`config.mk`:
```
export PLATFORM = sky130hd
export DESIGN_NAME = control_unit_fsm
export DESIGN_NICKNAME = d
export VERILOG_FILES = /design/src/rtl/cpu_ctrl_pkg.sv /design/src/rtl/ctrl_decode.sv /design/src/rtl/control_unit_fsm.sv
export SDC_FILE = /design/constraint.sdc
export NUM_CORES = 1
export LEC_CHECK = 0
export ABC_AREA = 1
export BUFFER_PORTS_ARGS = -buffer_cell sky130_fd_sc_hd__buf_2
export CORE_MARGIN = 2
export CORE_UTILIZATION = 45
export DETAILED_ROUTE_END_ITERATION = 12
export GPL_ROUTABILITY_DRIVEN = 0
export HOLD_SLACK_MARGIN = 0.06
export PLACE_DENSITY = 0.69
export SLEW_MARGIN = 20
export SYNTH_ARGS = -nofsm -noshare
export SYNTH_HDL_FRONTEND = slang
export SYNTH_HIERARCHICAL = 1
export SYNTH_SLANG_ARGS = --single-unit
```
`constraint.sdc`:
```
create_clock -name Clock -period 2.55 [get_ports Clock]
set_input_delay 0.1275 -clock Clock [delete_from_list [all_inputs] [get_ports Clock]]
set_output_delay 0.1275 -clock Clock [all_outputs]
set_load 0.01 [all_outputs]
```
`src/rtl/cpu_ctrl_pkg.sv`:
```
// Shared definitions for the multi-cycle CPU control path.
// Holds the opcode constants, the ALU operation codes (also used by the
// datapath ALU), the controller state encoding and the opcode classes
// produced by ctrl_decode.
package cpu_ctrl_pkg;

  // Opcodes, Instr[15:12]
  localparam logic [3:0] OP_ADD  = 4'h0;
  localparam logic [3:0] OP_SUB  = 4'h1;
  localparam logic [3:0] OP_AND  = 4'h2;
  localparam logic [3:0] OP_OR   = 4'h3;
  localparam logic [3:0] OP_NOT  = 4'h4;
  localparam logic [3:0] OP_LD   = 4'h5;
  localparam logic [3:0] OP_ST   = 4'h6;
  localparam logic [3:0] OP_BEQ  = 4'h7;
  localparam logic [3:0] OP_HALT = 4'hF;

  // ALU operation codes shared with the datapath ALU
  typedef enum logic [2:0] {
    ALU_ADD = 3'b000,
    ALU_SUB = 3'b001,
    ALU_AND = 3'b010,
    ALU_OR  = 3'b011,
    ALU_NOT = 3'b100
  } alu_op_e;

  // Controller state encoding (codes 13..15 are unused)
  typedef enum logic [3:0] {
    S_INIT     = 4'd0,
    S_IDLE     = 4'd1,
    S_FETCH    = 4'd2,
    S_FETCH_IR = 4'd3,
    S_DECODE   = 4'd4,
    S_READ_B   = 4'd5,
    S_EXEC     = 4'd6,
    S_WB_ALU   = 4'd7,
    S_MEM_RD   = 4'd8,
    S_WB_MEM   = 4'd9,
    S_MEM_WR   = 4'd10,
    S_BR_CHK   = 4'd11,
    S_HALT     = 4'd12
  } state_e;

  // Instruction classes that steer the sequencing after DECODE
  typedef enum logic [2:0] {
    CLS_ALU     = 3'd0,  // ADD/SUB/AND/OR: two source reads, ALU, write-back
    CLS_NOT     = 3'd1,  // single source, ALU, write-back
    CLS_LD      = 3'd2,
    CLS_ST      = 3'd3,
    CLS_BEQ     = 3'd4,
    CLS_HALT    = 3'd5,
    CLS_ILLEGAL = 3'd6
  } op_class_e;

  // Field extraction helpers for the 16-bit instruction word
  function automatic logic [2:0] instr_rd(input logic [15:0] instr);
    return instr[11:9];
  endfunction

  function automatic logic [2:0] instr_rs1(input logic [15:0] instr);
    return instr[8:6];
  endfunction

  function automatic logic [2:0] instr_rs2(input logic [15:0] instr);
    return instr[5:3];
  endfunction

endpackage

```
`src/rtl/ctrl_decode.sv`:
```
// Combinational opcode decoder.
// Ports:
//   opcode   in  4  Instr[15:12]
//   op_class out    instruction class used by the sequencer
//   alu_ctrl out    ALU operation for the EXEC step (ADD when not applicable)
module ctrl_decode
  import cpu_ctrl_pkg::*;
(
  input  logic [3:0] opcode,
  output op_class_e  op_class,
  output alu_op_e    alu_ctrl
);

  always_comb begin
    op_class = CLS_ILLEGAL;
    alu_ctrl = ALU_ADD;
    case (opcode)
      OP_ADD:  begin op_class = CLS_ALU;  alu_ctrl = ALU_ADD; end
      OP_SUB:  begin op_class = CLS_ALU;  alu_ctrl = ALU_SUB; end
      OP_AND:  begin op_class = CLS_ALU;  alu_ctrl = ALU_AND; end
      OP_OR:   begin op_class = CLS_ALU;  alu_ctrl = ALU_OR;  end
      OP_NOT:  begin op_class = CLS_NOT;  alu_ctrl = ALU_NOT; end
      OP_LD:   op_class = CLS_LD;
      OP_ST:   op_class = CLS_ST;
      // Branch compares by subtraction; Zero comes back from ALU_Out
      OP_BEQ:  begin op_class = CLS_BEQ;  alu_ctrl = ALU_SUB; end
      OP_HALT: op_class = CLS_HALT;
      default: op_class = CLS_ILLEGAL;
    endcase
  end

endmodule

```
`src/rtl/control_unit_fsm.sv`:
```
// Multi-cycle CPU control unit.
// Sequences fetch / decode / execute / memory / write-back for a 16-bit ISA
// and counts retired instructions.
// Ports:
//   Clock, Reset (sync, active-high)
//   Start              one-cycle start request, honoured in IDLE only
//   Instr[15:0]        IR contents: opcode, rd, rs1, rs2
//   Zero               datapath flag, ALU_Out == 0
//   Memory_Reset .. ALU_Out_Write   datapath strobes/selects (Moore on state,
//                                   field selects taken from Instr)
//   Halted             high while halted
//   Illegal_Op         one-cycle pulse in DECODE on an undefined opcode
//   Instr_Count[15:0]  retired-instruction counter, wraps
module control_unit_fsm
  import cpu_ctrl_pkg::*;
(
  input  logic        Clock,
  input  logic        Reset,
  input  logic        Start,
  input  logic [15:0] Instr,
  input  logic        Zero,
  output logic        Memory_Reset,
  output logic        Mem_Read,
  output logic        Mem_Write,
  output logic        Mem_Addr_Src,
  output logic        IR_Write,
  output logic        PC_Write,
  output logic        PC_Src,
  output logic [2:0]  Reg_Number,
  output logic        RegFile_Read,
  output logic        RegFileWrite,
  output logic        WB_Src,
  output logic        A_Write,
  output logic        B_Write,
  output logic [2:0]  ALU_Control_Signal,
  output logic        ALU_Out_Write,
  output logic        Halted,
  output logic        Illegal_Op,
  output logic [15:0] Instr_Count
);

  state_e     state_q;
  state_e     state_d;
  op_class_e  op_class;
  alu_op_e    alu_ctrl;
  logic       retire;
  logic [15:0] instr_count_q;
  logic       unused_instr_bits;

  assign unused_instr_bits = ^Instr[2:0];

  ctrl_decode u_decode (
    .opcode   (Instr[15:12]),
    .op_class (op_class),
    .alu_ctrl (alu_ctrl)
  );

  always_ff @(posedge Clock) begin
    if (Reset) state_q <= S_INIT;
    else       state_q <= state_d;
  end

  always_ff @(posedge Clock) begin
    if (Reset)       instr_count_q <= '0;
    else if (retire) instr_count_q <= instr_count_q + 16'd1;
  end

  assign Instr_Count = instr_count_q;

  always_comb begin
    state_d            = S_INIT;
    retire             = 1'b0;
    Memory_Reset       = 1'b0;
    Mem_Read           = 1'b0;
    Mem_Write          = 1'b0;
    Mem_Addr_Src       = 1'b0;
    IR_Write           = 1'b0;
    PC_Write           = 1'b0;
    PC_Src             = 1'b0;
    Reg_Number         = '0;
    RegFile_Read       = 1'b0;
    RegFileWrite       = 1'b0;
    WB_Src             = 1'b0;
    A_Write            = 1'b0;
    B_Write            = 1'b0;
    ALU_Control_Signal = ALU_ADD;
    ALU_Out_Write      = 1'b0;
    Halted             = 1'b0;
    Illegal_Op         = 1'b0;

    case (state_q)
      S_INIT: begin
        Memory_Reset = 1'b1;
        state_d      = S_IDLE;
      end
      S_IDLE: begin
        state_d = Start ? S_FETCH : S_IDLE;
      end
      S_FETCH: begin
        Mem_Addr_Src = 1'b0;
        Mem_Read     = 1'b1;
        state_d      = S_FETCH_IR;
      end
      S_FETCH_IR: begin
        IR_Write = 1'b1;
        PC_Write = 1'b1;
        PC_Src   = 1'b0;
        state_d  = S_DECODE;
      end
      S_DECODE: begin
        Reg_Number   = instr_rs1(Instr);
        RegFile_Read = 1'b1;
        A_Write      = 1'b1;
        case (op_class)
          CLS_ALU, CLS_ST, CLS_BEQ: state_d = S_READ_B;
          CLS_NOT:                  state_d = S_EXEC;
          CLS_LD:                   state_d = S_MEM_RD;
          CLS_HALT:                 state_d = S_HALT;
          default: begin
            Illegal_Op = 1'b1;
            state_d    = S_FETCH;
          end
        endcase
      end
      S_READ_B: begin
        Reg_Number   = instr_rs2(Instr);
        RegFile_Read = 1'b1;
        B_Write      = 1'b1;
        state_d      = (op_class == CLS_ST) ? S_MEM_WR : S_EXEC;
      end
      S_EXEC: begin
        ALU_Out_Write      = 1'b1;
        ALU_Control_Signal = alu_ctrl;
        state_d            = (op_class == CLS_BEQ) ? S_BR_CHK : S_WB_ALU;
      end
      S_WB_ALU: begin
        Reg_Number   = instr_rd(Instr);
        RegFileWrite = 1'b1;
        WB_Src       = 1'b0;
        retire       = 1'b1;
        state_d      = S_FETCH;
      end
      S_MEM_RD: begin
        Mem_Addr_Src = 1'b1;
        Mem_Read     = 1'b1;
        state_d      = S_WB_MEM;
      end
      S_WB_MEM: begin
        Reg_Number   = instr_rd(Instr);
        RegFileWrite = 1'b1;
        WB_Src       = 1'b1;
        retire       = 1'b1;
        state_d      = S_FETCH;
      end
      S_MEM_WR: begin
        Mem_Addr_Src = 1'b1;
        Mem_Write    = 1'b1;
        retire       = 1'b1;
        state_d      = S_FETCH;
      end
      S_BR_CHK: begin
        // rd supplies the branch target through the register-file read port
        Reg_Number   = instr_rd(Instr);
        RegFile_Read = 1'b1;
        PC_Src       = Zero;
        PC_Write     = Zero;
        retire       = 1'b1;
        state_d      = S_FETCH;
      end
      S_HALT: begin
        Halted  = 1'b1;
        state_d = S_HALT;
      end
      default: state_d = S_INIT;
    endcase

    // Reset masks every output combinationally, so a reset landing
    // mid-instruction produces no strobes in that same cycle.
    if (Reset) begin
      retire             = 1'b0;
      Memory_Reset       = 1'b0;
      Mem_Read           = 1'b0;
      Mem_Write          = 1'b0;
      Mem_Addr_Src       = 1'b0;
      IR_Write           = 1'b0;
      PC_Write           = 1'b0;
      PC_Src             = 1'b0;
      Reg_Number         = '0;
      RegFile_Read       = 1'b0;
      RegFileWrite       = 1'b0;
      WB_Src             = 1'b0;
      A_Write            = 1'b0;
      B_Write            = 1'b0;
      ALU_Control_Signal = ALU_ADD;
      ALU_Out_Write      = 1'b0;
      Halted             = 1'b0;
      Illegal_Op         = 1'b0;
      state_d            = S_INIT;
    end
  end

endmodule

```
==> flow_metrics.env <==
export IMPL_status="complete, no violations"
export IMPL_min_path_cells=3
export IMPL_arrival_ns=1.65
export IMPL_ys_seq_area_share_pct=24.5
export IMPL_clk_latency_ns=0.30
export IMPL_holdPathEnd="state_q[1]$_SDFF_PP0_"
export IMPL_maxCapViolations=0
export IMPL_ctsHtreeMaxLevel=1
export IMPL_ys_flop_type="dfxtp_1"
export IMPL_wirelength_um=3920
export IMPL_clk_pin_slew_ns=0.11
export IMPL_powerDensity_mw_per_mm2=316
export IMPL_viasPerCell=4.90
export IMPL_syn_area_mm2=0.00163
export IMPL_slowest_delay_ns=0.48
export IMPL_crit_start="state_q[2]$_SDFF_PP0_"
export IMPL_maxSlewHeadroom_pct=75.3
export IMPL_max_slew_worst_pin_slew_ns=0.369
export IMPL_antennaDiodeCount=0
export IMPL_switching_share_pct=31.2
export IMPL_combPwrFrac_pct=20.6
export IMPL_path_cells="nand2_2 > inv_1 > nand2_1 > inv_1 > nand2_1 > a31oi_1 > buf_2"
export IMPL_rsz0062_at_grt="no"
export IMPL_clock_skew_ns=0.00742
export IMPL_worstPathMaxFanout=8
export IMPL_ios=57
export IMPL_final_cells=377
export IMPL_synthTopCellsByArea="dfxtp_1 (25%), nand2_1 (21%), nor2_1 (11%)"
export IMPL_cts_setup_buffers=0
export IMPL_hold_worst_slack_ns=0.155
export IMPL_setup_viol=0
export IMPL_clock_sinks=20
export IMPL_ys_async_sr_fraction_pct=0
export IMPL_min_period_over_period_pct=69.7
export IMPL_coreArea_mm2=0.00342
export IMPL_synth_most_common_cell="nand2_1"
export IMPL_drtPass1Iterations=4
export IMPL_r2r_end="Instr_Count[9]$_SDFFE_PP0P_"
export IMPL_ctsHoldBuffers=0
export IMPL_cts_resized=0
export IMPL_hold_viol=0
export IMPL_timing_worst_setup_path_type="reg -> out"
export IMPL_crit_slowest_cell="dfxtp_1"
export IMPL_cts_tree="built"
export IMPL_grt_overflow_total=0
export IMPL_leakage_nw=0.892
export IMPL_endpoint_kind="primary output"
export IMPL_cts_made_buffers=3
export IMPL_reg2reg_slack_ns=0.98
export IMPL_start_util_pct=47.8
export IMPL_fmax_mhz=563
export IMPL_ant_nets=0
export IMPL_synth_top_area_share_pct=24.5
export IMPL_ys_seq_elements=20
export IMPL_die_h_um=64.2
export IMPL_yosysTopAreaCell="dfxtp_1"
export IMPL_internal_power_mw=0.418
export IMPL_crit_required_ns=2.42
export IMPL_grt_first_pass_wirelength_um=6730
export IMPL_tns_ns=0
export IMPL_seqPwrFrac_pct=54.4
export IMPL_hpwl_um=3010
export IMPL_power_total_mw=0.608
export IMPL_place_inst=374
export IMPL_drc=0
export IMPL_rr_worst_depth=8
export IMPL_clkPwrFrac_pct=25.0
export IMPL_track_usage_pct=19.8
export IMPL_fin_nets=354
export IMPL_fin_ws_ns=0.773
export IMPL_syn_inst=281
export IMPL_first_global_vias=1536
export IMPL_wl_per_cell_um=10.4
export IMPL_ir_drop_uv=250
export IMPL_syn_to_final_growth_pct=17.8
export IMPL_clock_path_buffers=2
export IMPL_yosys_warnings=6
export IMPL_hold_path_class="in -> reg"
export IMPL_rows=21
export IMPL_synth_nets=302
export IMPL_drive_gt1_share_pct=25.4
export IMPL_p_sw_mw=0.190
export IMPL_antenna_found_initial=0
export IMPL_ys_types=33
export IMPL_cts_root_buf="clkbuf_4"
export IMPL_period_minus_slack_ns=1.78
export IMPL_drt_iter0_markers=85
export IMPL_die_area_mm2=0.00413
export IMPL_slew_viol_final=0
export IMPL_grt_max_degree=30
export IMPL_avgSynthCellArea_um2=5.81
export IMPL_vias=1849
export IMPL_synth_edf_count=0
export IMPL_synth_top_cells_by_count="nand2_1 (93), nor2_1 (46), inv_1 (33)"
export IMPL_chipWidth_um=64.2
export IMPL_place_ws_ns=1.01
export IMPL_worstHoldStart="Start"
export IMPL_crit_path_start_kind="flop"
export IMPL_io_buffers=53
export IMPL_rr_startpoint="state_q[3]$_SDFF_PP0_"
layout make-up:
class	count	area, µm²
inverters	37	139
repair buffers	54	273
clock buffers	3	22.5
fillers	376	1490
flip-flops and latches	20	400
multi-input cells	217	1030
well taps	46	57.6
registers in the layout, summed over array words and instances, names as in the netlist:
register,cells
state_q,4
Instr_Count,16
per-layer routing:
metal | up-vias | global-route usage [%] | wire, µm
met1 | 807 | 27.7 | 1950
met3 | 2 | 4.58 | 269
met4 | 0 | 2.93 | 12
li1 | 984 | - | -
met2 | 56 | 31.8 | 1690
met5 | - | 0 | 0
worst max path at each step:
stage                                              to  slack [ns]  cells after the start
after floorplan                              PC_Write        1.16                      7
after detailed placement  Instr_Count[8]$_SDFFE_PP0P_        1.01                      6
after global placement    Instr_Count[4]$_SDFFE_PP0P_        1.03                      8
final                                   Reg_Number[1]        0.77                      7
after CTS                               Reg_Number[0]        0.77                      7
after global routing                    Reg_Number[1]        0.61                      7
cells by family (layout without fill, tap and decap cells):
kind of cell    after synthesis  after routing  synth area share, %
buf+inv                      44             94                 12.3
simple gates                181            181                 48.0
compound gates               32             32                 12.7
flops                        20             20                 24.5
xor+xnor                      3              3                 1.61
fa+ha+maj                     1              1                0.766
through the flow:
| step | area, µm² | util (%) |
|---|---|---|
| after floorplan | 1630 | - |
| after global placement | 1900 | 55.6 |
| after detailed placement | 1900 | 55.6 |
| after CTS | 1920 | 56.3 |
| after global routing | 1920 | 56.3 |
| final | 1920 | 56.3 |
critical path, delay by kind of cell (launching register included):
family          cells  cell delay, ns
compound gates      1            0.15
buf+inv             3            0.38
flops               1            0.48
simple gates        3            0.34
power by group through the flow:
stage / Sequential, mW / Clock [mW] / Combinational [mW]
3_3_place_gp: 0.337 / 0 / 0.123
2_1_floorplan: 0.333 / 0 / 0.0902
3_5_place_dp: 0.337 / 0 / 0.124
5_1_grt: 0.331 / 0.169 / 0.143
6_report: 0.331 / 0.152 / 0.125
4_1_cts: 0.330 / 0.158 / 0.125
cells in the final DEF (no fill, tap or decap), types with 2 or more instances in the layout:
| cell type | instances |
|---|---|
| nor4_1 | 2 |
| nor3_1 | 7 |
| xnor2_1 | 2 |
| nor2_1 | 46 |
| nand2_2 | 5 |
| nand2_1 | 93 |
| nor2_2 | 3 |
| dfxtp_1 | 20 |
| inv_1 | 33 |
| o21ai_0 | 5 |
| inv_2 | 3 |
| a21oi_1 | 10 |
| nand4_1 | 6 |
| nand2_4 | 2 |
| a21oi_2 | 10 |
| buf_2 | 53 |
| nand3_1 | 12 |
| clkbuf_4 | 3 |
| a31oi_1 | 4 |
(Power assumes the default switching activity.)
